`config.mk`:
```
export PLATFORM = sky130hd
export DESIGN_NAME = lock_range_sweeper
export DESIGN_NICKNAME = d
export VERILOG_FILES = /design/src/rtl/lock_sweep_pkg.sv /design/src/rtl/err_peak_tracker.sv /design/src/rtl/lock_range_sweeper.sv
export SDC_FILE = /design/constraint.sdc
export NUM_CORES = 1
export LEC_CHECK = 0
export CORE_ASPECT_RATIO = 0.8
export CORE_MARGIN = 4
export CORE_UTILIZATION = 58
export DETAILED_ROUTE_END_ITERATION = 6
export DONT_BUFFER_PORTS = 1
export PLACE_DENSITY = 0.76
export SETUP_SLACK_MARGIN = 0.15
export SYNTH_ARGS = -nofsm -noshare
export SYNTH_HDL_FRONTEND = slang
export SYNTH_SLANG_ARGS = --single-unit
```
`constraint.sdc`:
```
create_clock -name fpga_clk_i -period 3.9 [get_ports fpga_clk_i]
set_clock_uncertainty 0.05 [all_clocks]
set_input_delay 0.585 -clock fpga_clk_i [delete_from_list [all_inputs] [get_ports fpga_clk_i]]
set_output_delay 0.585 -clock fpga_clk_i [all_outputs]
set_load 0.01 [all_outputs]
```
`src/rtl/lock_sweep_pkg.sv`:
```
// Shared types and helpers for the ADPLL lock-range sweeper: FSM state encoding,
// default sizing constants and a width-parametrised saturating absolute value.
package lock_sweep_pkg;

   typedef enum logic [2:0] {
      IDLE,
      SETTLE,
      MEASURE,
      EVAL,
      DONE
   } state_e;

   localparam int unsigned DEF_K_WIDTH       = 16;
   localparam int unsigned DEF_ERR_WIDTH     = 8;
   localparam int unsigned DEF_SETTLE_CYCLES = 4096;
   localparam int unsigned DEF_WINDOW_CYCLES = 1024;
   localparam int unsigned DEF_LOCK_THRESH   = 4;
   localparam int unsigned DEF_CNT_WIDTH     = $clog2(DEF_SETTLE_CYCLES);

   // Bits needed to count 0..cycles-1; never narrower than one bit.
   function automatic int unsigned cnt_width(input int unsigned cycles);
      return (cycles <= 1) ? 1 : $clog2(cycles);
   endfunction

   // |value| clamped to the largest positive number of a signed 'width'-bit word,
   // so the most negative code maps to 2^(width-1)-1 instead of overflowing.
   function automatic logic [31:0] abs_sat(input logic signed [31:0] value,
                                           input int unsigned width);
      logic [31:0] mag;
      logic [31:0] lim;
      mag = (value < 0) ? 32'(-value) : 32'(value);
      lim = (32'd1 << (width - 1)) - 32'd1;
      return (mag > lim) ? lim : mag;
   endfunction

endpackage

```
`src/rtl/err_peak_tracker.sv`:
```
// Tracks the peak saturated |error| over a measurement window and flags whether
// any qualified sample was seen; clear_i restarts the window.
module err_peak_tracker
   import lock_sweep_pkg::*;
#(
   parameter int unsigned ERR_WIDTH = DEF_ERR_WIDTH
) (
   input  logic                        clk_i,
   input  logic                        rst_ni,
   input  logic                        clear_i,
   input  logic                        valid_i,
   input  logic signed [ERR_WIDTH-1:0] error_i,
   output logic        [ERR_WIDTH-2:0] peak_o,
   output logic                        seen_o
);

   logic [ERR_WIDTH-2:0] peak_q, peak_d, mag;
   logic                 seen_q, seen_d;

   assign mag = (ERR_WIDTH-1)'(abs_sat(32'(error_i), ERR_WIDTH));

   // NOTE: every variable gets a default at the top of always_comb so no path
   // leaves it unassigned, which would otherwise infer a latch.
   always_comb begin
      peak_d = peak_q;
      seen_d = seen_q;
      if (clear_i) begin
         peak_d = '0;
         seen_d = 1'b0;
      end else if (valid_i) begin
         seen_d = 1'b1;
         if (mag > peak_q) peak_d = mag;
      end
   end

   // NOTE: sequential state uses non-blocking assignments so every flop samples
   // pre-edge values regardless of statement order.
   always_ff @(posedge clk_i or negedge rst_ni) begin
      if (!rst_ni) begin
         peak_q <= '0;
         seen_q <= 1'b0;
      end else begin
         peak_q <= peak_d;
         seen_q <= seen_d;
      end
   end

   assign peak_o = peak_q;
   assign seen_o = seen_q;

endmodule

```
`src/rtl/lock_range_sweeper.sv`:
```
// ADPLL lock-range sweeper: steps k over [k_start..k_stop], settles, measures peak
// phase error per point and records the lowest/highest locked k. LRS_PEAK_OUT_EN adds peak_err_o.
module lock_range_sweeper
   import lock_sweep_pkg::*;
#(
   parameter int unsigned K_WIDTH       = DEF_K_WIDTH,
   parameter int unsigned ERR_WIDTH     = DEF_ERR_WIDTH,
   parameter int unsigned SETTLE_CYCLES = DEF_SETTLE_CYCLES,
   parameter int unsigned WINDOW_CYCLES = DEF_WINDOW_CYCLES,
   parameter int unsigned LOCK_THRESH   = DEF_LOCK_THRESH
) (
   input  logic                 fpga_clk_i,
   input  logic                 rst_pbn_i,
   input  logic                 start_i,
   input  logic [K_WIDTH-1:0]   k_start_i,
   input  logic [K_WIDTH-1:0]   k_stop_i,
   input  logic [K_WIDTH-1:0]   k_step_i,
   input  logic [ERR_WIDTH-1:0] error_i,
   input  logic                 error_valid_i,
   output logic [K_WIDTH-1:0]   k_val_o,
   output logic                 busy_o,
   output logic                 done_o,
   output logic                 range_valid_o,
   output logic [K_WIDTH-1:0]   lock_lo_o,
`ifdef LRS_PEAK_OUT_EN
   output logic [ERR_WIDTH-2:0] peak_err_o,
`endif
   output logic [K_WIDTH-1:0]   lock_hi_o
);

   localparam int unsigned CNT_W =
      cnt_width((SETTLE_CYCLES > WINDOW_CYCLES) ? SETTLE_CYCLES : WINDOW_CYCLES);
   localparam logic [CNT_W-1:0] SETTLE_LAST = CNT_W'(SETTLE_CYCLES - 1);
   localparam logic [CNT_W-1:0] WINDOW_LAST = CNT_W'(WINDOW_CYCLES - 1);

   state_e               state_q;
   logic [K_WIDTH-1:0]   k_val_q, k_stop_q, k_step_q, lock_lo_q, lock_hi_q;
   logic [CNT_W-1:0]     cnt_q;
   logic                 busy_q, done_q, range_valid_q;
`ifdef LRS_PEAK_OUT_EN
   logic [ERR_WIDTH-2:0] peak_err_q;
`endif

   logic [ERR_WIDTH-2:0] peak;
   logic                 seen;
   logic                 locked;
   logic [K_WIDTH:0]     k_next;
   logic                 sweep_end;

   err_peak_tracker #(
      .ERR_WIDTH (ERR_WIDTH)
   ) u_peak (
      .clk_i   (fpga_clk_i),
      .rst_ni  (rst_pbn_i),
      .clear_i (state_q == SETTLE),
      .valid_i ((state_q == MEASURE) && error_valid_i),
      .error_i ($signed(error_i)),
      .peak_o  (peak),
      .seen_o  (seen)
   );

   // One bit wider than k so a wrap past the top of the k range ends the sweep.
   assign k_next    = {1'b0, k_val_q} + {1'b0, k_step_q};
   assign sweep_end = k_next[K_WIDTH] || (k_next[K_WIDTH-1:0] > k_stop_q);
   assign locked    = seen && (32'(peak) <= LOCK_THRESH);

   always_ff @(posedge fpga_clk_i or negedge rst_pbn_i) begin
      if (!rst_pbn_i) begin
         state_q       <= IDLE;
         k_val_q       <= '0;
         k_stop_q      <= '0;
         k_step_q      <= '0;
         lock_lo_q     <= '0;
         lock_hi_q     <= '0;
         cnt_q         <= '0;
         busy_q        <= 1'b0;
         done_q        <= 1'b0;
         range_valid_q <= 1'b0;
`ifdef LRS_PEAK_OUT_EN
         peak_err_q    <= '0;
`endif
      end else begin
         done_q <= 1'b0;
         unique case (state_q)
            IDLE: begin
               if (start_i) begin
                  k_val_q       <= k_start_i;
                  k_stop_q      <= k_stop_i;
                  k_step_q      <= (k_step_i == '0) ? K_WIDTH'(1) : k_step_i;
                  range_valid_q <= 1'b0;
                  busy_q        <= 1'b1;
                  cnt_q         <= '0;
                  state_q       <= (k_start_i > k_stop_i) ? DONE : SETTLE;
               end
            end
            SETTLE: begin
               if (cnt_q == SETTLE_LAST) begin
                  cnt_q   <= '0;
                  state_q <= MEASURE;
               end else begin
                  cnt_q <= cnt_q + 1'b1;
               end
            end
            MEASURE: begin
               if (cnt_q == WINDOW_LAST) begin
                  cnt_q   <= '0;
                  state_q <= EVAL;
               end else begin
                  cnt_q <= cnt_q + 1'b1;
               end
            end
            EVAL: begin
`ifdef LRS_PEAK_OUT_EN
               peak_err_q <= peak;
`endif
               // Only the outer edges of the locked region are kept; gaps are not.
               if (locked) begin
                  if (!range_valid_q) lock_lo_q <= k_val_q;
                  lock_hi_q     <= k_val_q;
                  range_valid_q <= 1'b1;
               end
               if (sweep_end) begin
                  state_q <= DONE;
               end else begin
                  k_val_q <= k_next[K_WIDTH-1:0];
                  state_q <= SETTLE;
               end
            end
            DONE: begin
               done_q  <= 1'b1;
               busy_q  <= 1'b0;
               state_q <= IDLE;
            end
            default: state_q <= IDLE;
         endcase
      end
   end

   assign k_val_o       = k_val_q;
   assign busy_o        = busy_q;
   assign done_o        = done_q;
   assign range_valid_o = range_valid_q;
   assign lock_lo_o     = lock_lo_q;
   assign lock_hi_o     = lock_hi_q;
`ifdef LRS_PEAK_OUT_EN
   assign peak_err_o    = peak_err_q;
`endif

endmodule

```
### Yosys cells after proc, flatten, opt, wreduce, memory -nomap -nowiden

Cells that the tools add are included.

| storage, ports and cells | value |
|---|---|
| register bits after elaboration | 106 |
| input port bits | 60 |
| output and inout port bits | 51 |
| logic and storage cells | 79 |

| cells by class | value |
|---|---|
| add/sub/neg operators | 3 |
| order comparisons | 6 |
| equal/unequal tests | 11 |
| mux-type cells | 27 |
| bitwise logic cells | 1 |
| reduce and logical (&&, ||, !) cells | 19 |

Operators with widths:

| cell | number |
|---|---|
| two-way mux 16 bit | 3 |
| two-way mux 12 bit | 3 |
| one-hot mux 12 bit (3 select lines) | 1 |
| > comparator 16 bit | 2 |
| > comparator 32 x 7 -> 1 bit, second input constant | 1 |
| two-way mux 32 bit | 1 |
| negation 8 -> 32 bit | 1 |
| one-hot mux 16 bit (2 select lines) | 1 |
| two-way mux 7 bit | 4 |
| adder 16 x 16 -> 17 bit | 1 |
| logical NOT 16 bit | 1 |
| two-way mux 3 bit | 5 |
| adder 12 x 1 -> 12 bit, second input constant | 1 |
| == test 12 x 10 -> 1 bit, second input constant | 1 |
| == test 12 bit, second input constant | 1 |
| one-hot mux 3 bit (4 select lines) | 1 |
| AND reduction 3 bit | 4 |
| AND reduction 2 bit | 5 |
| < comparator 8 x 1 -> 1 bit, second input constant | 1 |
| != test 2 bit, second input constant | 4 |
| nonzero test 2 bit | 4 |
| > comparator 7 bit | 1 |
| less-or-equal comparator 7 x 3 -> 1 bit, second input constant | 1 |
| == test 3 x 2 -> 1 bit, second input constant | 2 |
| 10 further kinds | 17 |

### Longest topological paths before layout

Gate-level depths: netlist of the first run.

| logic depth | value |
|---|---|
| depth after elaboration | 8 |
| gate-level depth with buffers | 18 |
| depth with buffers taken out | 17 |

### Modules after synthesis

From an unflattened synthesis of the first run, not the netlist that was laid out.

| unflattened totals | value |
|---|---|
| cells, all modules | 644 |
| area total of the unflattened synthesis | 6421.2 um2 |

By module, submodules not included:

| module | instances | cells an instance | area each (um2) | sequential area each (um2) |
|---|---|---|---|---|
| lock_range_sweeper | 1 | 553 | 5661.7 | 2452.4 |
| err_peak_tracker | 1 | 91 | 759.5 | 200.2 |

### Worst setup path after synthesis of the first run

No wires, ideal clock.

| timing path | value |
|---|---|
| path kind | register to register |
| from | register k_val_q[0], in the netlist k_val_o[0] |
| to | register k_val_q[8], in the netlist k_val_o[8] |
| setup time | 123 ps |
| arrival time | 4112 ps |
| data required time | 3727 ps |
| setup slack | -384 ps |
| stages on the path, launching flop included | 19 |
| buffers on the path | 1 |
| clock period less this slack | 4284 ps |
| cells stage by stage | dfrtp_1 > ha_1 > inv_1 > fa_1 > nor2b_1 > o31a_1 > or2_1 > a311o_1 > a211oi_2 > xnor2_1 > ha_1 > a21oi_1 > nand2_1 > a211o_1 > o31a_1 > nor4b_4 > inv_2 > buf_2 > o221a_2 |

| on the way | value |
|---|---|
| cells in the longest elaborated chain, start to end | 5 |
| elaborated cells on any way between the ends | 7 |
| classes of those cells | add/sub: 1; order compare: 1; eq/ne: 1; mux: 2; reduce/logical: 2 |

Ends and longest elaborated chain:

| item | line | text |
|---|---|---|
| start: declaration | lock_range_sweeper.sv:37 | `logic [K_WIDTH-1:0] k_val_q, k_stop_q, k_step_q, lock_lo_q, lock_hi_q;` |
| start signal: assignment | lock_range_sweeper.sv:87 | `k_val_q <= k_start_i;` |
| start signal: assignment | lock_range_sweeper.sv:125 | `k_val_q <= k_next[K_WIDTH-1:0];` |
| adder 16 x 16 -> 17 bit * | lock_range_sweeper.sv:63 | `assign k_next = {1'b0, k_val_q} + {1'b0, k_step_q};` |
| > comparator 16 bit | lock_range_sweeper.sv:64 | `assign sweep_end = k_next[K_WIDTH] \|\| (k_next[K_WIDTH-1:0] > k_stop_q);` |
| logical OR 1 bit | lock_range_sweeper.sv:64 |  |
| != test 2 bit (no line) | n/a |  |
| AND reduction 3 bit (no line) | n/a |  |

Mark *: on every way between the ends. The rest lies on a longest branch, timed or not. The select of a mux whose other input is x is not followed.
A chain may end at the register's enable or synchronous reset.

### Worst setup path in the final report of the first run

| timing path | value |
|---|---|
| from | register k_val_q[0], in the netlist k_val_o[0] |
| to | register k_val_q[10], in the netlist k_val_o[10] |

Same word-level chain as after synthesis.

==> results of run 1 <==
==> cell usage after synthesis (7+ instances only) <==
| library cell | number |
|---|---|
| sky130_fd_sc_hd__a21o_1 | 14 |
| sky130_fd_sc_hd__a21oi_1 | 29 |
| sky130_fd_sc_hd__and3_1 | 7 |
| sky130_fd_sc_hd__clkbuf_1 | 20 |
| sky130_fd_sc_hd__dfrtp_1 | 106 |
| sky130_fd_sc_hd__ha_1 | 57 |
| sky130_fd_sc_hd__inv_1 | 51 |
| sky130_fd_sc_hd__mux2_2 | 30 |
| sky130_fd_sc_hd__nand2_1 | 99 |
| sky130_fd_sc_hd__nand2b_1 | 14 |
| sky130_fd_sc_hd__nand3_1 | 10 |
| sky130_fd_sc_hd__nand4_1 | 19 |
| sky130_fd_sc_hd__nor2_1 | 28 |
| sky130_fd_sc_hd__nor2b_1 | 10 |
| sky130_fd_sc_hd__nor3_1 | 8 |
| sky130_fd_sc_hd__o21ai_0 | 46 |
| sky130_fd_sc_hd__o221a_1 | 8 |
| sky130_fd_sc_hd__xnor2_1 | 14 |
==> final timing paths <==
check / start / to / slack [ns] / cells past startpoint
hold / removal: rst_pbn_i / k_stop_q[4] / 0.10 / 1
min in group fpga_clk_i: k_step_i[8] / k_step_q[8] / 0.29 / 2
hold reg to reg: u_peak.seen_o / u_peak.seen_o / 0.44 / 1
setup / recovery: k_val_o[0] / k_val_o[10] / -0.38 / 18
setup reg to reg: k_val_o[0] / k_val_o[10] / -0.38 / 18
max in group asynchronous: rst_pbn_i / u_peak.peak_o[1] / 3.28 / 1
==> per-layer routing <==
metal	up-vias	global-route usage [%]	part of all wire, %
met5	-	0	0
met4	0	6.66	1.3
met3	21	6.85	10
met2	221	38.4	43
met1	2508	38.0	45
li1	2434	-	-
==> worst max-delay path: stages, from the launching register on <==
cell	delay, ns
sky130_fd_sc_hd__dfrtp_1	0.39
sky130_fd_sc_hd__ha_2	0.19
sky130_fd_sc_hd__inv_2	0.06
sky130_fd_sc_hd__fa_2	0.21
sky130_fd_sc_hd__nor2b_2	0.05
sky130_fd_sc_hd__o31a_1	0.30
sky130_fd_sc_hd__or2_1	0.24
sky130_fd_sc_hd__a311o_1	0.30
sky130_fd_sc_hd__a211oi_2	0.26
sky130_fd_sc_hd__xnor2_2	0.11
sky130_fd_sc_hd__ha_1	0.36
sky130_fd_sc_hd__a21oi_2	0.17
sky130_fd_sc_hd__nand2_1	0.06
sky130_fd_sc_hd__a211o_1	0.25
sky130_fd_sc_hd__o31a_1	0.32
sky130_fd_sc_hd__nor4b_4	0.27
sky130_fd_sc_hd__buf_6	0.17
sky130_fd_sc_hd__clkinvlp_4	0.13
sky130_fd_sc_hd__o221a_1	0.26
==> through the flow <==
stage | hold slack (ns) | std cells | area, µm² | utilization [%] | worst slack, ns
floorplan | 0.239 | 658 | 6320 | - | -0.267
CTS | 0.139 | 849 | 7180 | 69.0 | -0.351
global route | 0.147 | 851 | 7230 | 69.4 | -0.587
finish | 0.101 | 851 | 7230 | 69.4 | -0.380
detailed placement | 0.243 | 826 | 6780 | 65.1 | -0.314
global placement | 0.243 | 826 | 6780 | 65.1 | -0.231
==> cells in the final DEF (no fill, tap or decap), drive strengths merged, types with 19 or more instances in the layout <==
master,netlist,layout
nor2,28,28
mux2,30,30
ha,57,57
dfrtp,106,106
inv,52,53
o21ai,47,47
buf,3,58
a21oi,30,30
nand4,19,19
nand2,99,99
==> power breakdown <==
group / total (mW) / switching (mW) / leakage [nW] / internal, mW
Clock: 0.902 / 0.403 / 0.135 / 0.499
Sequential: 1.98 / 0.409 / 1.32 / 1.57
Combinational: 4.81 / 2.61 / 2.00 / 2.19
Total: 7.69 / 3.43 / 3.46 / 4.27
==> kinds of logic (layout without fill, tap and decap cells) <==
kind of cell,Yosys count,count (layout),synth area share [%]
buffers and inverters,75,127,4.69
DFF,106,106,42.1
AOI/OAI and AO/OA,152,152,16.6
adders and majority gates,58,58,11.7
muxes,32,32,5.69
xor gates and xnor gates,17,17,2.37
and+or+nand+nor,218,219,16.8
==> sequential cells by signal, indices dropped and copies added, names as in the netlist <==
signal         cells
k_val_o           16
u_peak.seen_o      1
busy_o             1
range_valid_o      1
done_o             1
lock_lo_o         16
state_q            3
cnt_q             12
u_peak.peak_o      7
k_stop_q          16
k_step_q          16
lock_hi_o         16
==> repair_timing <==
item / CTS / global route
cloned: 1 / 1
hold buffers: 1 / 0
resized for setup: 10 / 6
endpoints found under the setup margin: 18 / 18
pin swaps: 23 / 6
setup buffers: 5 / 1
hold endpoints to repair: 106 / 0
==> cell type report <==
class	count	area share (%)
timing repair inverter	1	0.104
clock buffer	10	3.17
multi-input combinational	478	47.6
tap	140	2.42
sequential	106	36.7
timing repair buffer	58	6.35
inverter	52	2.70
clock inverter	6	0.918
==> results.txt, run 1 <==
----------------------------------------------------
[Outcome]
  Result of the run ... complete, but fails checks
  Violated checks ... setup timing

[Pwr]
  Worst ir drop on vdd ... between 0.0004 and 0.0005 V
  Leakage power ... 3.46 nW
  Cell Pwr Density ... about 1100 nW/µm²
  Power, Total ... between 7 and 8 mW

[Route]
  Overall routed net length ... 16000 µm
  Mean routed wirelength per cell ... 18.8 µm
  Number of design-rule violations left by the first detailed-router iteration ... 482
  Detailed-routing iteration count for the pre-antenna-repair pass ... 5
  Residual DRC count ... 0
  Number of vias in the routed layout ... 5184
  Via-per-instance ratio ... 6.09
  Routed Antenna Nets ... 0

[Placed design]
  Detailed placement HPWL ... about 12000 µm
  Final weighted congestion in routability-driven placement ... 1.00
  Number of buffer cells added on primary ports ... 0

[Critical path]
  Element type at the critical path end ... flop
  Kind of start point of the critical path ... flop
  Highest net fanout along the worst path ... 5
  Crit Path Category ... reg -> reg
  Arrival time worst endpoint ... 4.47 ns
  Data required time of the worst path ... 4.09 ns

[Global route]
  Overflow left after global routing ... 0
  Vias in the first global route ... 4992
  GR Util All Layers ... 25.9%
  Initial antenna violation count ... 0
  Largest net degree at the start of global routing ... roughly 110
  First-pass GRT wire length ... 25700 µm

[Clocking]
  Root buffer cell ... sky130_fd_sc_hd__clkbuf_16
  CTS buffer count ... 9
  CTS H-tree depth ... 3
  CTS max path bufs ... 2
  Clock transition at the registers of the reported paths ... 0.07 ns
  Clock tree from TritonCTS ... yes
  Insertion delay of the later-clocked pin in the worst-skew pair ... 0.35 ns
  Sink count of the clock tree ... 106

[Layout]
  Nets ... roughly 820
  Number of diodes added for antenna fixing ... 0
  Synth-to-layout area growth ... 14.8%
  Register area ... 2650 µm²
  Total area of multi-input combinational cells ... 3440 µm²
  Count of fill cells added during filler insertion ... 804
  Fraction of layout instances using a drive strength above 1 ... 18.7%

[Floorplan]
  Effective utilization at floorplan ... 60.5%
  Top-level I/O count ... 111
  Die width ... 124 µm
  Core Box Area ... 10400 µm²
  Number of placement rows ... 33
  Die H ... 101 µm
  Die area ... between 10000 and 15000 µm²

[Synthesis]
  Largest cells by area after synthesis ... sky130_fd_sc_hd__dfrtp_1, sky130_fd_sc_hd__ha_1, sky130_fd_sc_hd__nand2_1
  Summed instance area of the synthesized netlist ... 6290 µm²
  Biggest area consumer among synthesized cells ... sky130_fd_sc_hd__dfrtp_1
  Top-area cell type share of the netlist area ... 42.1%
  Predominant post-synthesis flop cell ... sky130_fd_sc_hd__dfrtp_1
  Register bit total from synthesis ... 106
  Unique cell type count in the Yosys netlist ... 67
  Post-synth EDFFs ... 0
  Number of warnings printed during yosys synthesis ... 0
  Async set-or-reset flop fraction in the synthesized netlist ... 100%
  Cell count after synthesis ... 658
  Seq/Total Area, Yosys ... 42.1%
  Synthesized net count ... 776
  Avg Cell Area, Syn ... 9.56 µm²

[STA]
  Number of hold violations in the final report ... 0
  Maximum clock frequency ... 234 MHz
  Setup total negative slack ... -5.64 ns
  Final period demand of the worst path ... 4.28 ns
  Endpoints failing setup ... 18
  Share of the clock period used by the worst path ... 110%
  Measured slew at the worst slew-check pin ... 0.899 ns
  Worst relative slew slack ... 40.0%
  Setup repair after global routing missed its margin ... true
  Setup ws final ... -0.380 ns
  Pins over their slew limit ... 0

[Flow run]
  Maximum capacitance violations ... 0

[Hold path]
  Type of the worst min-delay path ... in -> async

----------------------------------------------------
(Power assumes the default switching activity.)
==> inputs of run 2 (changes only) <==
--- a/config.mk
+++ b/config.mk
@@ -11,7 +11,7 @@
 export DETAILED_ROUTE_END_ITERATION = 6
 export DONT_BUFFER_PORTS = 1
 export PLACE_DENSITY = 0.76
-export SETUP_SLACK_MARGIN = 0.15
+export SETUP_SLACK_MARGIN = 0.5
 export SYNTH_ARGS = -nofsm -noshare
 export SYNTH_HDL_FRONTEND = slang
 export SYNTH_SLANG_ARGS = --single-unit
==> results.txt, run 2 (synthesis results as in run 1) <==
----------------------------------------------------
[Critical path]
  Highest net fanout along the worst path ... 7 (+2)
  Arrival time worst endpoint ... 4.49 ns (+0.02 ns)
  Element type at the critical path end ... flop
  Startpoint of the worst setup timing path ... k_step_q[0]
  R2R cell count ... 19 (+1)
  Crit Path Category ... reg -> reg
  Register-to-Register Setup Slack ... -0.41 ns (-0.03 ns)
  Kind of start point of the critical path ... flop
  R2R Path Start ... k_step_q[0]
  RR Endpoint ... k_val_o[11]
  Data required time of the worst path ... 4.09 ns (about the same)

[Pwr]
  Leakage power ... 3.52 nW (+1.7%)
  Cell Pwr Density ... 1100 nW/µm² (+3.0%)
  Net switching component of the power ... 3.56 mW (+4.0%)
  Switching Share ... 44.4% (-0.14 points)
  Sequential power share ... 24.8% (-1.0 points)
  Power, Total ... 8.02 mW (+4.3%)
  Part of the power in the clock network ... 11.6% (about the same)
  Cell-internal power ... 4.46 mW (+4.6%)
  Share of total power in combinational logic ... 63.6% (+1.1 points)
  Worst ir drop on vdd ... 0.000543 V (+18%)

[Clocking]
  Insertion delay of the later-clocked pin in the worst-skew pair ... 0.35 ns (about the same)
  CTS H-tree depth ... 3 (unchanged)
  Clock tree from TritonCTS ... yes
  Sink count of the clock tree ... 106 (unchanged)
  CTS buffer count ... 9 (unchanged)
  Root buffer cell ... sky130_fd_sc_hd__clkbuf_16
  Clock transition at the registers of the reported paths ... 0.07 ns (about the same)
  CTS max path bufs ... 2 (unchanged)

[Placed design]
  Detailed placement HPWL ... 12500 µm (+1.1%)
  Cell total after placement ... 831 (+0.61%)
  Dpl ws ... -0.348 ns (-0.0340 ns)
  Number of buffer cells added on primary ports ... 0 (unchanged)
  Final weighted congestion in routability-driven placement ... 0.993 (-0.88%)
  DP Area ... 6810 µm² (+0.55%)

[Global route]
  Global routing usage on met1 ... 39.6% (+1.6 points)
  Overflow left after global routing ... 0 (unchanged)
  Met2 global-route usage ... 39.7% (+1.3 points)
  Grt met3 use ... 8.22% (+1.4 points)
  First-pass GRT wire length ... 27100 µm (+5.1%)
  Most Used Layer, Global Route ... met2
  Largest net degree at the start of global routing ... 107 (unchanged)
  GR Util All Layers ... 27.1% (+1.2 points)
  Vias in the first global route ... 5204 (+4.2%)
  Initial antenna violation count ... 0 (unchanged)

[Route]
  Overall routed net length ... 16700 µm (+4.1%)
  Number of design-rule violations left by the first detailed-router iteration ... 468 (-2.9%)
  Via-per-instance ratio ... 6.09 (about the same)
  Mean routed wirelength per cell ... 19.4 µm (+3.2%)
  Routed Antenna Nets ... 0 (unchanged)
  Number of vias in the routed layout ... 5235 (+0.98%)
  Residual DRC count ... 0 (unchanged)
  Detailed-routing iteration count for the pre-antenna-repair pass ... 7 (+2)

[Floorplan]
  Number of placement rows ... 33 (unchanged)
  Die H ... 101 µm (unchanged)
  Top-level I/O count ... 111 (unchanged)
  Die width ... 124 µm (unchanged)
  Core Box Area ... 10400 µm² (unchanged)
  Die area ... 12600 µm² (unchanged)
  Effective utilization at floorplan ... 60.5% (unchanged)

[Outcome]
  Result of the run ... complete, but fails checks
  Violated checks ... setup timing

[Layout]
  Summed area of non-filler cells in the final layout ... 7320 µm² (+1.3%)
  Final std cells w/o fill ... 859 (+0.94%)
  Fraction of layout instances using a drive strength above 1 ... 19.9% (+1.2 points)
  Most common cell after layout, fill and taps aside ... sky130_fd_sc_hd__dfrtp_1
  Commonest non-fill, non-tap cells in the layout ... sky130_fd_sc_hd__dfrtp_1, sky130_fd_sc_hd__nand2_1, sky130_fd_sc_hd__buf_4, sky130_fd_sc_hd__ha_1, sky130_fd_sc_hd__inv_1
  Synth-to-layout area growth ... 16.3%
  Nets ... 832 (+0.97%)
  Post-layout utilization of the core ... 70.3% (+0.90 points)
  Number of diodes added for antenna fixing ... 0 (unchanged)

[STA]
  Worst relative slew slack ... 39.0% (-1.0 points)
  Final period demand of the worst path ... 4.31 ns (+0.0255 ns)
  Pins over their slew limit ... 0 (unchanged)
  Setup ws final ... -0.406 ns (-0.0255 ns)
  Setup repair after global routing missed its margin ... true
  Maximum clock frequency ... 232 MHz (-0.59%)
  Measured slew at the worst slew-check pin ... 0.914 ns (+0.0150 ns)
  Share of the clock period used by the worst path ... 110% (+0.65 points)
  Endpoints failing setup ... 18 (unchanged)
  Number of hold violations in the final report ... 0 (unchanged)

[Hold path]
  Type of the worst min-delay path ... in -> async

[Flow run]
  Maximum capacitance violations ... 0 (unchanged)

----------------------------------------------------
## run 2: cell count changes in the layout (fill, tap and decap cells not counted), moves of 2 or more
cell and delta:
sky130_fd_sc_hd__buf_4 +6, sky130_fd_sc_hd__buf_6 +2, sky130_fd_sc_hd__o221a_4 +3, sky130_fd_sc_hd__clkinvlp_4 -3, sky130_fd_sc_hd__clkinv_4 +2, sky130_fd_sc_hd__o221a_2 -3
## run 2: area by class of cell
cell class	count	area (µm²)
multi-input combinational	478	3460
fill	759	3090
sequential	106	2650
timing repair buffer	66	527
clock buffer	9	225
inverter	52	195
tap	140	175
clock inverter	7	75.1
timing repair inverter	1	7.51
## run 2: metrics by stage
stage          setup TNS [ns]  hold slack [ns]
2_1_floorplan           -3.41            0.239
3_3_place_gp            -3.67            0.242
3_5_place_dp            -5.40            0.243
4_1_cts                 -5.28            0.142
5_1_grt                 -8.74            0.136
6_report                -6.17           0.0844
## run 2: worst max-delay path by stage
stage,end,slack [ns],cells past startpoint
after global routing,k_val_o[6],-0.54,18
final,k_val_o[11],-0.41,19
after floorplan,k_val_o[8],-0.27,18
after global placement,k_val_o[7],-0.25,17
after detailed placement,k_val_o[7],-0.35,17
after CTS,k_val_o[15],-0.34,18
## run 2: worst max-delay path, stage by stage (launching register included)
cell and delay (ns):
sky130_fd_sc_hd__dfrtp_1 0.39, sky130_fd_sc_hd__ha_2 0.19, sky130_fd_sc_hd__inv_2 0.06, sky130_fd_sc_hd__fa_2 0.22
sky130_fd_sc_hd__nor2b_2 0.05, sky130_fd_sc_hd__o31a_1 0.25, sky130_fd_sc_hd__or2_1 0.25, sky130_fd_sc_hd__buf_4 0.15
sky130_fd_sc_hd__a211o_1 0.30, sky130_fd_sc_hd__a21oi_2 0.18, sky130_fd_sc_hd__xnor2_2 0.17, sky130_fd_sc_hd__ha_1 0.29
sky130_fd_sc_hd__nand4_1 0.12, sky130_fd_sc_hd__a311oi_1 0.07, sky130_fd_sc_hd__a211o_1 0.28, sky130_fd_sc_hd__o31a_1 0.34
sky130_fd_sc_hd__nor4b_4 0.23, sky130_fd_sc_hd__buf_6 0.17, sky130_fd_sc_hd__clkinvlp_4 0.14, sky130_fd_sc_hd__o221a_1 0.27
## run 2: per-layer routing
metal / routed length, µm / share of wire [%]
met1: 7630 / 46
met2: 7200 / 43
met3: 1580 / 9.5
met4: 269 / 1.6
met5: 0 / 0
## run 2: what timing repair did
item,CTS,global route
gates cloned,2,0
hold buffers,1,0
resized for setup,12,8
pin swaps,14,13
setup endpoints to repair,18,18
endpoints found under the hold margin,106,0
buffers inserted,7,2
## run 2: power groups by stage
stage	registers [mW]	logic (mW)	clock network (mW)
floorplan	1.95	2.91	0
global placement	1.98	4.30	0
detailed placement	2.00	4.45	0
CTS	1.99	4.77	0.939
global route	2.04	5.58	0.992
finish	1.99	5.11	0.928
